## src/rtl/riscv_pkg.sv

```systemverilog
// Shared types and default widths for the memory-arbiter slice.
package riscv_pkg;

  localparam int DEFAULT_ADDR_WIDTH = 9;
  localparam int DEFAULT_DATA_WIDTH = 32;
  localparam int STARVE_CNT_WIDTH   = 4;

  typedef enum logic [1:0] {
    OWN_NONE  = 2'd0,
    OWN_FETCH = 2'd1,
    OWN_DATA  = 2'd2
  } ownerT;

endpackage

```

## src/rtl/mem_arbiter_starve_counter.sv

```systemverilog
// Saturating cycle counter that tracks how long instruction fetch has been
// losing arbitration; flags when the configured limit is reached.
module starve_counter
  import riscv_pkg::*;
#(
  parameter int LIMIT = 4
) (
  input  logic Clk,
  input  logic ResetN,
  input  logic clear,
  input  logic inc,
  output logic limitHit
);

  localparam logic [STARVE_CNT_WIDTH-1:0] CNT_MAX   = '1;
  localparam logic [STARVE_CNT_WIDTH-1:0] CNT_LIMIT = STARVE_CNT_WIDTH'(LIMIT);

  logic [STARVE_CNT_WIDTH-1:0] count;

  // Clear has priority so a promoted fetch always restarts the count from zero.
  always_ff @(posedge Clk or negedge ResetN) begin
    if (!ResetN) begin
      count <= '0;
    end else if (clear) begin
      count <= '0;
    end else if (inc && (count != CNT_MAX)) begin
      count <= count + 1'b1;
    end
  end

  assign limitHit = (count == CNT_LIMIT);

endmodule

```

## src/rtl/mem_arbiter.sv

```systemverilog
// Two-port arbiter sharing one single-port RAM between fetch and load/store.
// Optional fetch starvation guard enabled with MEM_ARB_STARVE_GUARD_EN.
module mem_arbiter
  import riscv_pkg::*;
#(
  parameter int ADDR_WIDTH   = DEFAULT_ADDR_WIDTH,
  parameter int DATA_WIDTH   = DEFAULT_DATA_WIDTH,
  parameter int STARVE_LIMIT = 4
) (
  input  logic                  Clk,
  input  logic                  ResetN,
  input  logic                  FetchReq,
  input  logic [ADDR_WIDTH-1:0] FetchAddr,
  output logic                  FetchGnt,
  output logic                  FetchRdValid,
  output logic [DATA_WIDTH-1:0] FetchRdData,
  input  logic                  DataReq,
  input  logic                  DataWe,
  input  logic [ADDR_WIDTH-1:0] DataAddr,
  input  logic [DATA_WIDTH-1:0] DataWrData,
  output logic                  DataGnt,
  output logic                  DataRdValid,
  output logic [DATA_WIDTH-1:0] DataRdData,
  output logic                  MemWrEn,
  output logic [ADDR_WIDTH-1:0] MemAddr,
  output logic [DATA_WIDTH-1:0] MemWrData,
  input  logic [DATA_WIDTH-1:0] MemRdData
);

  generate
    if ((STARVE_LIMIT < 1) || (STARVE_LIMIT > 15)) begin : gBadLimit
      $error("mem_arbiter: STARVE_LIMIT must be within 1..15");
    end
  endgenerate

  logic                  fetchWins;
  ownerT                 ownerState;
  ownerT                 ownerNext;
  logic [ADDR_WIDTH-1:0] heldAddr;
  logic [DATA_WIDTH-1:0] heldWrData;

`ifdef MEM_ARB_STARVE_GUARD_EN
  logic starveHit;

  starve_counter #(
    .LIMIT(STARVE_LIMIT)
  ) uStarveCounter (
    .Clk      (Clk),
    .ResetN   (ResetN),
    .clear    (FetchGnt),
    .inc      (FetchReq & ~FetchGnt),
    .limitHit (starveHit)
  );

  assign fetchWins = FetchReq & (~DataReq | starveHit);
`else
  assign fetchWins = FetchReq & ~DataReq;
`endif

  // Grants are forced low while reset is asserted, even with requests pending.
  assign FetchGnt = ResetN & fetchWins;
  assign DataGnt  = ResetN & DataReq & ~fetchWins;
  assign MemWrEn  = DataGnt & DataWe;

  always_comb begin
    MemAddr   = heldAddr;
    MemWrData = heldWrData;
    if (DataGnt) begin
      MemAddr   = DataAddr;
      MemWrData = DataWrData;
    end else if (FetchGnt) begin
      MemAddr   = FetchAddr;
    end
  end

  // Remember the last RAM drive so an idle cycle leaves the bus unchanged.
  always_ff @(posedge Clk or negedge ResetN) begin
    if (!ResetN) begin
      heldAddr   <= '0;
      heldWrData <= '0;
    end else begin
      heldAddr   <= MemAddr;
      heldWrData <= MemWrData;
    end
  end

  always_ff @(posedge Clk or negedge ResetN) begin
    if (!ResetN) begin
      ownerState <= OWN_NONE;
    end else begin
      ownerState <= ownerNext;
    end
  end

  // The owner records which port's read is returning on MemRdData next cycle.
  always_comb begin
    ownerNext = OWN_NONE;
    if (DataGnt && !DataWe) begin
      ownerNext = OWN_DATA;
    end else if (FetchGnt) begin
      ownerNext = OWN_FETCH;
    end
  end

  assign FetchRdValid = (ownerState == OWN_FETCH);
  assign DataRdValid  = (ownerState == OWN_DATA);
  assign FetchRdData  = MemRdData;
  assign DataRdData   = MemRdData;

endmodule

```

## config.mk

```make
export PLATFORM = sky130hd
export DESIGN_NAME = mem_arbiter
export DESIGN_NICKNAME = d
export VERILOG_FILES = /design/src/rtl/riscv_pkg.sv /design/src/rtl/mem_arbiter_starve_counter.sv /design/src/rtl/mem_arbiter.sv
export SDC_FILE = /design/constraint.sdc
export NUM_CORES = 1
export LEC_CHECK = 0
export ABC_AREA = 1
export CORE_ASPECT_RATIO = 0.9
export CORE_UTILIZATION = 28
export DETAILED_ROUTE_END_ITERATION = 10
export HOLD_SLACK_MARGIN = 0.05
export PLACE_DENSITY = 0.76
export SLEW_MARGIN = 10
export SYNTH_ARGS = -nofsm -noshare
export SYNTH_HDL_FRONTEND = slang
export SYNTH_HIERARCHICAL = 1
export SYNTH_SLANG_ARGS = --single-unit
```

## constraint.sdc

```tcl
create_clock -name Clk -period 0.8 [get_ports Clk]
set_input_delay 0.08 -clock Clk [delete_from_list [all_inputs] [get_ports Clk]]
set_output_delay 0.08 -clock Clk [all_outputs]
set_load 0.01 [all_outputs]
```

Word level (Yosys, flattened, before mapping):

Cells that the tools add are included.

* register bits after elaboration: 43
* output and inout port bits: 110
* logic and storage cells: 19

* equality and inequality tests: 2
* multiplexer cells: 5
* bitwise gates (word level): 7
* reductions and logical operators: 2

Operators by type and width (count)
* 2-to-1 mux 32 bit: 1
* 2-to-1 mux 9 bit: 2
* bitwise AND 1 bit: 5
* == test 2 x 1 -> 1 bit (second input constant): 1
* == test 2 bit (second input constant): 1
* 2-to-1 mux 2 bit: 1
* inverter 1 bit: 2
* logical AND 1 bit: 1
* logical NOT 1 bit: 1
* 2-to-1 mux 1 bit: 1

Depth between registers and ports, before layout:

Gate-level depths: netlist (run 1).

* depth after elaboration: 6
* depth in mapped cells: 6
* mapped depth without buffers: 5

Worst setup path before layout (run 1):

OpenSTA, ideal clock, no wires.

* kind: input -> register
* start: input DataReq
* end: register heldAddr[0]
* setup time: 164 ps
* arrival: 570 ps
* path slack: 65 ps
* stages on the path: 5
* path through: inv_1 > nand3_1 > buf_4 > nand3_1 > nand3_1

* longest elaborated chain between the ends: 5
* elaborated cells between the ends (all ways): 8
* classes of those cells: 2 x mux; 6 x bitwise

Ends and longest elaborated chain
* from (decl): RTL line mem_arbiter.sv:17 `input logic DataReq,`
* inverter 1 bit: RTL line mem_arbiter.sv:57 `assign fetchWins = FetchReq & ~DataReq;`
* bitwise AND 1 bit: RTL line mem_arbiter.sv:57
* bitwise AND 1 bit or inverter 1 bit (tied branches): RTL line mem_arbiter.sv:61, mem_arbiter.sv:62
* 2-to-1 mux 9 bit or bitwise AND 1 bit (tied branches): RTL line mem_arbiter.sv:71, mem_arbiter.sv:62
* 2-to-1 mux 9 bit *: RTL line mem_arbiter.sv:68 `if (DataGnt) begin`
* named net MemAddr[0]: RTL line mem_arbiter.sv:25 `output logic [ADDR_WIDTH-1:0] MemAddr,`
* to (signal assigned): RTL line mem_arbiter.sv:82 `heldAddr <= MemAddr;`
* to (decl): RTL line mem_arbiter.sv:39 `logic [ADDR_WIDTH-1:0] heldAddr;`

Mark *: on every way through the listed nets, which the timed path passes. The rest lies on a longest branch.

Worst setup path after layout (run 1):

* start: register heldAddr[8]
* end: output MemAddr[8]

* longest elaborated chain between the ends: 2

Ends and longest elaborated chain
* 2-to-1 mux 9 bit: RTL line mem_arbiter.sv:71 `end else if (FetchGnt) begin`
* 2-to-1 mux 9 bit: RTL line mem_arbiter.sv:68
* to (decl): RTL line mem_arbiter.sv:25

No other way between the ends.

==> results of run 1 <==
cells in the mapped netlist:
cell type	n	area share
sky130_fd_sc_hd__inv_4	1	0.0028
sky130_fd_sc_hd__buf_4	65	0.22
sky130_fd_sc_hd__inv_2	1	0.0017
sky130_fd_sc_hd__nor2_1	4	0.0068
sky130_fd_sc_hd__nand2_2	1	0.0028
sky130_fd_sc_hd__dfrtp_1	43	0.49
sky130_fd_sc_hd__inv_1	7	0.012
sky130_fd_sc_hd__buf_6	4	0.020
sky130_fd_sc_hd__nand4_1	1	0.0028
sky130_fd_sc_hd__nand3_1	18	0.041
sky130_fd_sc_hd__nand2_1	115	0.19
sky130_fd_sc_hd__buf_2	4	0.0090
layout make-up:
cell class | instances | area (um2)
clock inverter | 3 | 67.6
timing repair inverter | 1 | 7.51
timing repair buffer | 152 | 1470
tap | 96 | 120
multi-input combinational | 139 | 693
clock buffer | 5 | 68.8
fill | 702 | 4030
sequential | 43 | 1080
inverter | 9 | 51.3
flip-flops by register name, indices dropped and copies added (netlist names):
signal and count:
ownerState 2, heldAddr 9, heldWrData 32
worst max-delay path, delay by kind of cell (launching register included):
| family | cells | cell delay (ns) |
|---|---|---|
| flops | 1 | 0.37 |
| simple gates | 3 | 0.19 |
| buf+inv | 2 | 0.19 |
through the flow:
stage	power, mW	std cells	hold WS (ns)	TNS, ns	worst slack, ns
floorplan	3.42	264	-0.216	0	0.0653
global placement	4.16	408	0.109	-56.01	-0.926
detailed placement	4.19	408	0.107	-57.41	-0.991
CTS	6.46	453	-0.258	-10.39	-0.325
global route	6.92	448	-0.265	-11.96	-0.387
finish	6.52	448	-0.261	-8.94	-0.322
worst min-delay path by stage:
stage	startpoint	end	slack [ns]	cells after the start
finish	ResetN	heldAddr[8]	-0.26	2
global route	ResetN	heldAddr[8]	-0.26	2
CTS	ResetN	heldAddr[8]	-0.26	2
detailed placement	ResetN	heldAddr[8]	0.11	2
global placement	ResetN	heldAddr[5]	0.11	2
floorplan	ResetN	heldAddr[0]	-0.22	0
power by group:
| part | total [mW] | switching [mW] | internal (mW) |
|---|---|---|---|
| clock network | 2.01 | 0.764 | 1.24 |
| registers | 2.52 | 0.0854 | 2.44 |
| logic | 1.99 | 0.839 | 1.15 |
| total | 6.52 | 1.69 | 4.83 |
logic make-up (layout without fill, tap and decap cells):
| kind of cell | after synthesis | in the layout | synth area share |
|---|---|---|---|
| buffers and inverters | 82 | 170 | 0.266 |
| and+or+nand+nor | 139 | 139 | 0.248 |
| DFF | 43 | 43 | 0.486 |
layer usage:
layer,up-vias,share of wire
li1,912,-
met1,872,0.40
met2,84,0.49
met3,22,0.089
met4,0,0.023
met5,-,0
what timing repair did:
action / in CTS / in global routing
setup buffers: 46 / 18
endpoints found under the setup margin: 88 / 61
resized for setup: 235 / 57
pin swaps: 60 / 24
hold endpoints to repair: 43 / 43
cloned: 4 / 1
==> run summary, run 1 <==
The critical path ends at MemAddr[8]. Yosys printed 6 warnings. Once placement finished, the instance area stood at 2970 um2. The min-delay analysis places its worst path in the category in -> async. The path depth of the worst reg2reg path came out at 4. The logs give 2210 um2 for the combined area of all synthesized cells and 197 for the number of primary I/O pins. Total setup violations reported at the end of the flow: 50. The repair_antennas step left the layout with diodes totalling 0. The library cell used most frequently in the layout, excluding fill and tap cells, is sky130_fd_sc_hd__nand2_1. The die covers 8270 um2. The worst-case setup margin in the final layout is -0.322 ns, and the port buffer count is 100. Leaving out fill and tap cells, the most frequent cells in the layout are sky130_fd_sc_hd__nand2_1 (104), sky130_fd_sc_hd__clkdlybuf4s50_1 (50), sky130_fd_sc_hd__dfrtp_1 (43). DRC violations left: 0. The maximum frequency from static timing analysis was 891 MHz; the post-synthesis net count was 351.

Clock transition at the registers of the reported paths: 0.09 ns. The slowest cell on the critical path was sky130_fd_sc_hd__dfrtp_1. TritonCTS built the clock tree.

The tools report the utilization after layout as 0.469. In this run, synthesis produced a sequential element count of 43. From synthesis to final layout, the design area changed by 60.6%. The ratio of final minimum period to clock period works out to 1.40. Terminus of the critical flop-to-flop path: heldAddr[6]. Via count of the first global-routing pass: 1968. For the starting utilization of the core area, the log shows 0.292. Across the run, the number of max-cap violations was 0. The average wire per cell in the routed design came out at 13.3 um.

The first TritonRoute pass finished after 4 iterations. The die height came out at 86.4 um. The tools report the clock tree root buffer cell as sky130_fd_sc_hd__clkbuf_8. After floorplanning, the core was sized to cover 7580 um2. The tree built by TritonCTS fans out to 43 sinks.

The post-synthesis cell count was 264; the share of final-layout standard cells stronger than drive strength 1 was 0.409. For the max-slew headroom at the worst pin, the log shows 0.760. The tools report the share of synthesized area occupied by flip-flops and latches as 0.486.

After detailed routing, the number of vias per cell comes to 4.22. The final count of hold timing violations was 43. Traced cell by cell, the critical path runs through inv_1 > nand2_1 > nand3_1 > nand2_1 > buf_2. The maximum root-to-sink buffer count is 2, and the number of CTS-inserted buffers is 5. Most utilized layer in the global route result: met2.

The logs give -0.261 ns for the final hold slack and 55 for the number of DRC markers in iteration 0. For this design the static power due to leakage is 1.85 nW. The number of vias after detailed routing was 1890; the number of antenna violations at the first check in global routing was 0. The largest single stage delay on the critical path is 0.37 ns. Maximum level of the CTS H-tree: 2. The clock arrives with 0 ns of skew. The synthesized area per cell is 8.39 um2, and the maximum number of pins on one net before global-route repair is 30.

The checks that failed: hold timing, setup timing. For the finished layout, the period the worst path requires is 1.12 ns. The dominant cell type by count on the critical path is sky130_fd_sc_hd__nand2_1.

The placer congestion estimate is 0.691. In this run the worst setup path begins at heldAddr[8]. The floorplan has 30 rows.

VDD sags by at most 772 uV. The reg-to-reg setup timing slack was -0.08 ns; the power density over cell area was 1830 nW/um2. The count of cell types in the netlist is 12. At the pin with the least slew margin, the transition time is 0.360 ns. The critical path is of the reg -> out type. Setup repair after global routing could not meet its margin everywhere. The finished cells cover 3560 um2.

The width of the die was 95.7 um. For the global-route met1 utilization, the log shows 0.167. Data on the critical path is required at its endpoint by 0.72 ns.

The startpoint of the most critical register-to-register path was heldAddr[6]. The clock reaches the later pin of the worst-skew pair after 0.29 ns. The run gives 0.149 as the total global routing track utilization. The number of slew-limit violations in the final report came out at 0. For this run the aggregate overflow at the end of global routing stands at 0. Data on the critical path arrives at its endpoint at 1.04 ns. The net count of the finished layout is 438. Once detailed placement completed, the half-perimeter wirelength came to 3610 um.

The run finished, with violations left. Met3 track demand over resource: 0.0561. The tools report the type of element launching the critical path as a flip-flop. The first global-routing pass estimated 9170 um of wire. Along the worst path, the maximum fanout reaches 2. The global routing usage on met2 was 0.248; the routed wire length was 5960 um.

The type of element capturing the critical path is an output port. The number of nets with antenna violations after detailed routing is 0.
Power figures use the tool's default switching activity.
==> inputs of run 2 (changes only) <==
- CELL_PAD_IN_SITES_DETAIL_PLACEMENT: not set -> 1
- CELL_PAD_IN_SITES_GLOBAL_PLACEMENT: not set -> 1
- CORE_UTILIZATION: 28 -> 19
- PLACE_DENSITY: 0.76 -> not set
- PLACE_DENSITY_LB_ADDON: not set -> 0.1
==> run 2 against run 1 <==
Effect of this change:
- the flow still finishes with violations (hold timing, setup timing)
- count of clock-buffer cells in the layout rose by 1
- largest cell class unchanged
- design area rose by 4.6%
- clock power fell by 6%
- total power rose by 0.19%
- routed wire length rose by 10%
- worst hold slack improved by 0.072 ns
- core utilization fell by 14 points
- register-to-register slack improved by 0.03 ns
- critical endpoint unchanged
- maximum frequency rose by 5.3%
- combinational power rose by 7%
- sequential power barely moved
==> run summary, run 2 (synthesized netlist as in run 1, its figures left out) <==
The number of primary I/O pins came out at 197 (unchanged). The area taken by multi-input logic gates was 711 um2 (was 693 um2); the starting utilization of the core area was 0.194 (was 0.292). The overall die area came out at 12100 um2 (was 8270 um2).

The width of the die was 116 um (was 95.7 um); the placer congestion estimate was 0.719 (was 0.691). The run gives 46 (was 50) as the total setup violations reported at the end of the flow. Leading cell types in the layout, fill and taps excluded: sky130_fd_sc_hd__nand2_1 (93), sky130_fd_sc_hd__clkdlybuf4s50_1 (50), sky130_fd_sc_hd__buf_6 (49) (was sky130_fd_sc_hd__nand2_1 (104), sky130_fd_sc_hd__clkdlybuf4s50_1 (50), sky130_fd_sc_hd__dfrtp_1 (43)).

The tools report the placed wire-length estimate as 4360 um (was 3610 um). The number of vias after detailed routing came out at 1856 (was 1890). The tools report the clock tree root buffer cell as sky130_fd_sc_hd__clkbuf_16 (was sky130_fd_sc_hd__clkbuf_8).

Most frequent standard cell in the layout excluding fill and tap cells: sky130_fd_sc_hd__nand2_1 (unchanged). The run gives 0 (unchanged) as the DRC violations left. The tools report the number of antenna violations at the first check in global routing as 0 (unchanged). Sum of overflow across all layers after global routing: 0 (unchanged). The tools report the final count of hold timing violations as 42 (was 43). The overall power consumption is 6.53 mW (was 6.52 mW). The utilization after layout is 0.327 (was 0.469), and the number of vias per cell is 3.63 (was 4.22).

The placement row count is 37 (was 30). The reported max-cap violation count came out at 0 (unchanged). The register bank with the most flops was heldWrData (unchanged). Port buffer count: 100 (unchanged). The maximum root-to-sink buffer count came out at 2 (unchanged).

The maximum VDD drop is 750 uV (was 772 uV). The tools report the insertion delay of the later-clocked pin in the worst-skew pair as 0.28 ns (was 0.29 ns). The ratio of final minimum period to clock period was 1.33 (was 1.40); the clock group share of total power was 0.289 (was 0.308). Power density over cell area: 1760 nW/um2 (was 1830 nW/um2). Number of iterations in the first detailed-routing pass: 2 (was 4). Maximum fanout along the worst path: 2 (unchanged). The combinational power share was 0.324 (was 0.305); the final critical path time including I/O delays and setup was 1.07 ns (was 1.12 ns). The routed wire length is 6560 um (was 5960 um), and the max-slew headroom at the worst pin is 0.769 (was 0.760). The clock transition at the registers of the reported paths works out to 0.06 ns (was 0.09 ns). The reg-to-reg setup timing slack was -0.05 ns (was -0.08 ns).

The final hold slack is -0.189 ns (was -0.261 ns), and the number of clock sinks is 43 (unchanged). The first-pass GRT wire length is 10300 um (was 9170 um). For the post-cts hold buffer count, the log shows 1. Largest registers ranked by flip-flop count: heldWrData x32, heldAddr x9, ownerState x2 (unchanged). The run gives 0 (unchanged) as the antenna diode count. The type of element capturing the critical path is an output port (unchanged). The count of nets after finishing was 443 (was 438); the slew at the pin closest to its max-slew limit was 0.347 ns (was 0.360 ns). The classification of the worst-slack hold path was in -> async (unchanged). The switching portion of total power was 0.263 (was 0.259); the relative contribution of sequential cells to total power was 0.386 (was 0.387). The maximum number of pins on one net before global-route repair was 27 (was 30); the number of DRC markers in iteration 0 was 43 (was 55). The type of element launching the critical path was a flip-flop (unchanged). Violations in the final reports: hold timing, setup timing (unchanged). The critical path class was reg -> out (unchanged). The total global routing track utilization was 0.113 (was 0.149). The worst-case setup margin in the final layout is -0.266 ns (was -0.322 ns). The tools report the sequential cell area as 1080 um2 (unchanged). The flip-flop count of the largest register, all copies and words added is 32 (unchanged). The tools report the net switching power as 1.72 mW (was 1.69 mW). The average wire per cell in the routed design came out at 12.8 um (was 13.3 um). The run finished, with violations left. The data required time of the critical path came out at 0.72 ns (about the same). The worst clock skew is 0 ns (unchanged), and the number of nets with antenna violations after detailed routing is 0 (unchanged). The share of final-layout standard cells stronger than drive strength 1 was 0.434 (was 0.409). The number of fill cells in the layout was 1335 (was 702).

For the cell-internal power, the log shows 4.81 mW (was 4.83 mW). The maximum frequency from static timing analysis is 938 MHz (was 891 MHz), and the number of slew-limit violations in the final report is 0 (unchanged). The static leakage power is 1.88 nW (was 1.85 nW). Setup repair after global routing could not meet its margin everywhere.

The data arrival time of the worst path came out at 0.99 ns (was 1.04 ns). The number of CTS-inserted buffers was 5 (unchanged); the setup TNS after final layout was -7.90 ns (was -8.94 ns). The die height is 104 um (was 86.4 um). Core box area: 11400 um2 (was 7580 um2). The run gives 2 (unchanged) as the maximum level of the CTS H-tree. The post-synthesis to final-layout area growth came out at 68.0% (was 60.6%). TritonCTS built the clock tree. Via count of the first global-routing pass: 2068 (was 1968).
-- run 2: timing repair --
item | in CTS | in global routing
gates resized for setup | 254 | 63
setup buffers | 40 | 14
setup endpoints to repair | 88 | 62
endpoints found under the hold margin | 43 | 42
cloned | 2 | 0
pin swaps | 49 | 22
-- run 2: through the flow --
stage | instances | cell area (um2) | worst slack (ns) | hold slack [ns]
after floorplan | 264 | 2210 | 0.0653 | -0.216
after global placement | 478 | 3120 | -0.981 | 0.0616
after detailed placement | 478 | 3120 | -1.01 | 0.0476
after CTS | 519 | 3570 | -0.292 | -0.180
after global routing | 511 | 3720 | -0.319 | -0.164
final | 511 | 3720 | -0.266 | -0.189
-- run 2: path summary, 6_finish.rpt --
path	startpoint	to	depth (start not counted)
setup / recovery	heldAddr[8]	MemAddr[8]	5
hold / removal	ResetN	heldWrData[2]	2
setup reg to reg	heldWrData[1]	heldWrData[1]	4
hold reg to reg	heldWrData[25]	heldWrData[25]	2
max in group asynchronous	ResetN	heldAddr[8]	3
min in group Clk	MemRdData[15]	DataRdData[15]	0
-- run 2: critical path: stages, from the launching register on --
cell                      delay [ns]
sky130_fd_sc_hd__dfrtp_1        0.36
sky130_fd_sc_hd__inv_1          0.05
sky130_fd_sc_hd__nand2_1        0.05
sky130_fd_sc_hd__nand3_2        0.07
sky130_fd_sc_hd__nand2_2        0.06
sky130_fd_sc_hd__buf_6          0.12
-- run 2: area by class of cell --
| cell class | count | share of cell area |
|---|---|---|
| Timing Repair Buffer | 158 | 0.420 |
| Clock buffer | 6 | 0.0346 |
| Sequential cell | 43 | 0.289 |
| Multi-Input combinational cell | 139 | 0.191 |
| Tap cell | 156 | 0.0525 |
| Inverter | 9 | 0.0124 |
-- run 2: per-layer routing --
layer	vias to the layer above	track usage	share of wire
li1	921	-	-
met5	-	0	0
met4	0	0.0357	0.010
met1	851	0.135	0.42
met2	71	0.181	0.45
met3	13	0.0484	0.11
-- run 2: power by group through the flow --
stage / registers (mW) / clock network (mW) / logic (mW)
6_report: 2.52 / 1.89 / 2.12
2_1_floorplan: 2.53 / 0 / 0.889
4_1_cts: 2.52 / 2.01 / 2.01
3_3_place_gp: 2.55 / 0 / 1.75
5_1_grt: 2.55 / 2.08 / 2.32
3_5_place_dp: 2.55 / 0 / 1.74
==> inputs of run 3 (changes only) <==
- CAP_MARGIN: not set -> 20
==> results of run 3 <==
Final layout, timing and power as in run 2 (identical DEF).
==> RTL edit, RTL diff (config.mk and constraints of run 2) <==
The 3 values of `ownerT` get a one-hot encoding in 3 bits.
--- a/src/rtl/riscv_pkg.sv
+++ b/src/rtl/riscv_pkg.sv
@@ -7,6 +7,6 @@
 
-  typedef enum logic [1:0] {
-    OWN_NONE  = 2'd0,
-    OWN_FETCH = 2'd1,
-    OWN_DATA  = 2'd2
+  typedef enum logic [2:0] {
+    OWN_NONE  = 3'b001,
+    OWN_FETCH = 3'b010,
+    OWN_DATA  = 3'b100
   } ownerT;
Check against the original RTL: same outputs for any inputs over 10 cycles, from zero or initial values and one cycle with ResetN low; not proved beyond that.
==> RTL edit against run 2 <==
The run ends with negative setup slack left. Total power rose by 10%. Die area rose by 1.6%. Synthesized area rose by 1.6%. Wire length rose by 3.7%. Sequential cell count rose by 1. Cell area rose by 3.9%. Worst setup slack got worse by 0.016 ns. Critical endpoint unchanged. Largest power group unchanged.
==> RTL edit: results (changes against run 2) <==
vias=1896 (was 1856); reg-to-reg slack, setup=-0.02 ns (was -0.05 ns); setup tns final=-8.01 ns (was -7.90 ns); xor and xnor area share after synthesis=0 (unchanged); failing checks=negative setup slack (was negative hold slack, negative setup slack); gp weighted congestion=0.669 (was 0.719); Max-slew headroom=0.667 (was 0.769); first-pass GRT wire length=10400 µm (was 10300 µm); termination of the worst setup path=MemAddr[8] (unchanged); total track usage=0.113 (about the same); library cells used by synthesis=15 (was 12); FF-to-FF End=heldWrData[29] (was heldWrData[1]); outcome=complete, but fails checks (unchanged); reg2reg start=heldWrData[29] (was heldWrData[1]); Starting DRT DRC Count=11 (was 43); CP arrival=1.00 ns; leakage=1.93 nW (was 1.88 nW); initial antenna violation count=0 (unchanged); Synth Net Count=354 (was 351); Final Setup Violations=45 (was 46); DP Wirelength=4460 µm (was 4360 µm); largest net degree at the start of global routing=35 (was 27); number of global-route vias before repair=2095 (was 2068); final setup slack of the worst path=-0.282 ns (was -0.266 ns); Post-Route WL=6810 µm (was 6560 µm); post-synthesis sequential area ratio=0.490 (was 0.486); layout cell share with drive strength beyond 1=0.434 (about the same); Regs by FF count=heldWrData: 32 flops, heldAddr: 9 flops, ownerState: 3 flops (was heldWrData: 32 flops, heldAddr: 9 flops, ownerState: 2 flops); Post-synth top cells=nand2_1, buf_4, dfrtp_1, nand3_1, inv_1 (unchanged); top cells by area, synth=dfrtp_1, buf_4, nand2_1 (unchanged); Max VDD drop=0.000825 V (was 0.000750 V); post-synthesis compound-gate area fraction=0.00222 (was 0)
-- RTL edit: cell types whose count changed in the layout (fill, tap and decap cells not counted), moves of 2 or more --
cell / delta
nor2_1: -2
clkbuf_8: +2
nand3_2: -2
buf_4: -8
nand2_2: +2
nand3_1: +2
buf_12: +4
-- RTL edit: report_power, final --
part | internal, mW | switching, mW
registers | 2.50 | 0.0827
logic | 1.26 | 0.890
clock network | 1.64 | 0.831
-- RTL edit: final cells by class --
type                            count  area, µm²
Fill cell                        1364       7620
Timing Repair Buffer              155       1620
Sequential cell                    44       1100
Multi-Input combinational cell    141        723
Tap cell                          156        195
Clock buffer                        7        153
Inverter                            9       46.3
Clock inverter                      1       30.0
-- RTL edit: how the worst min path moves through the flow --
stage	endpoint	slack, ns	depth (start not counted)
floorplan	heldAddr[0]	-0.22	0
global placement	heldAddr[2]	0.09	2
detailed placement	heldAddr[2]	0.09	2
CTS	DataRdData[10]	0.16	0
global route	heldAddr[2]	0.08	3
finish	heldAddr[2]	0.03	3
-- RTL edit: timing repair --
| item | 4_1_cts | 5_1_grt |
|---|---|---|
| endpoints found under the setup margin | 89 | 100 |
| gates cloned | 3 | 0 |
| pin swaps | 65 | 16 |
| gates resized for setup | 259 | 64 |
| endpoints found under the hold margin | 43 | 0 |
| hold buffers | 2 | 0 |
| setup buffers | 39 | 14 |
-- RTL edit: critical path, stage by stage, from the launching register on --
cell	delay [ns]
dfrtp_1	0.36
inv_1	0.05
nand2_1	0.04
nand3_1	0.06
nand2_1	0.07
buf_2	0.14
-- RTL edit: through the flow --
| stage | hold WS (ns) | setup slack (ns) | std cells | instance area [µm²] |
|---|---|---|---|---|
| 2_1_floorplan | -0.216 | 0.0417 | 267 | 2250 |
| 6_report | 0.0343 | -0.282 | 513 | 3860 |
| 4_1_cts | 0.160 | -0.298 | 515 | 3640 |
| 3_3_place_gp | 0.0920 | -0.960 | 477 | 3120 |
| 3_5_place_dp | 0.0903 | -0.968 | 477 | 3120 |
| 5_1_grt | 0.0846 | -0.354 | 513 | 3860 |
-- RTL edit: cell families (layout without fill, tap and decap cells) --
family                 count (synthesis)  in the layout
and+or+nand+nor                      140            140
buffers and inverters                 82            172
DFF                                   44             44
AOI/OAI and AO/OA                      1              1
-- RTL edit: metal layers --
| layer | global-route usage | vias up | share of wire |
|---|---|---|---|
| met5 | 0 | - | 0 |
| met4 | 0.0271 | 0 | 0.0098 |
| met3 | 0.0581 | 16 | 0.12 |
| met2 | 0.170 | 75 | 0.45 |
| met1 | 0.142 | 876 | 0.42 |
| li1 | - | 929 | - |
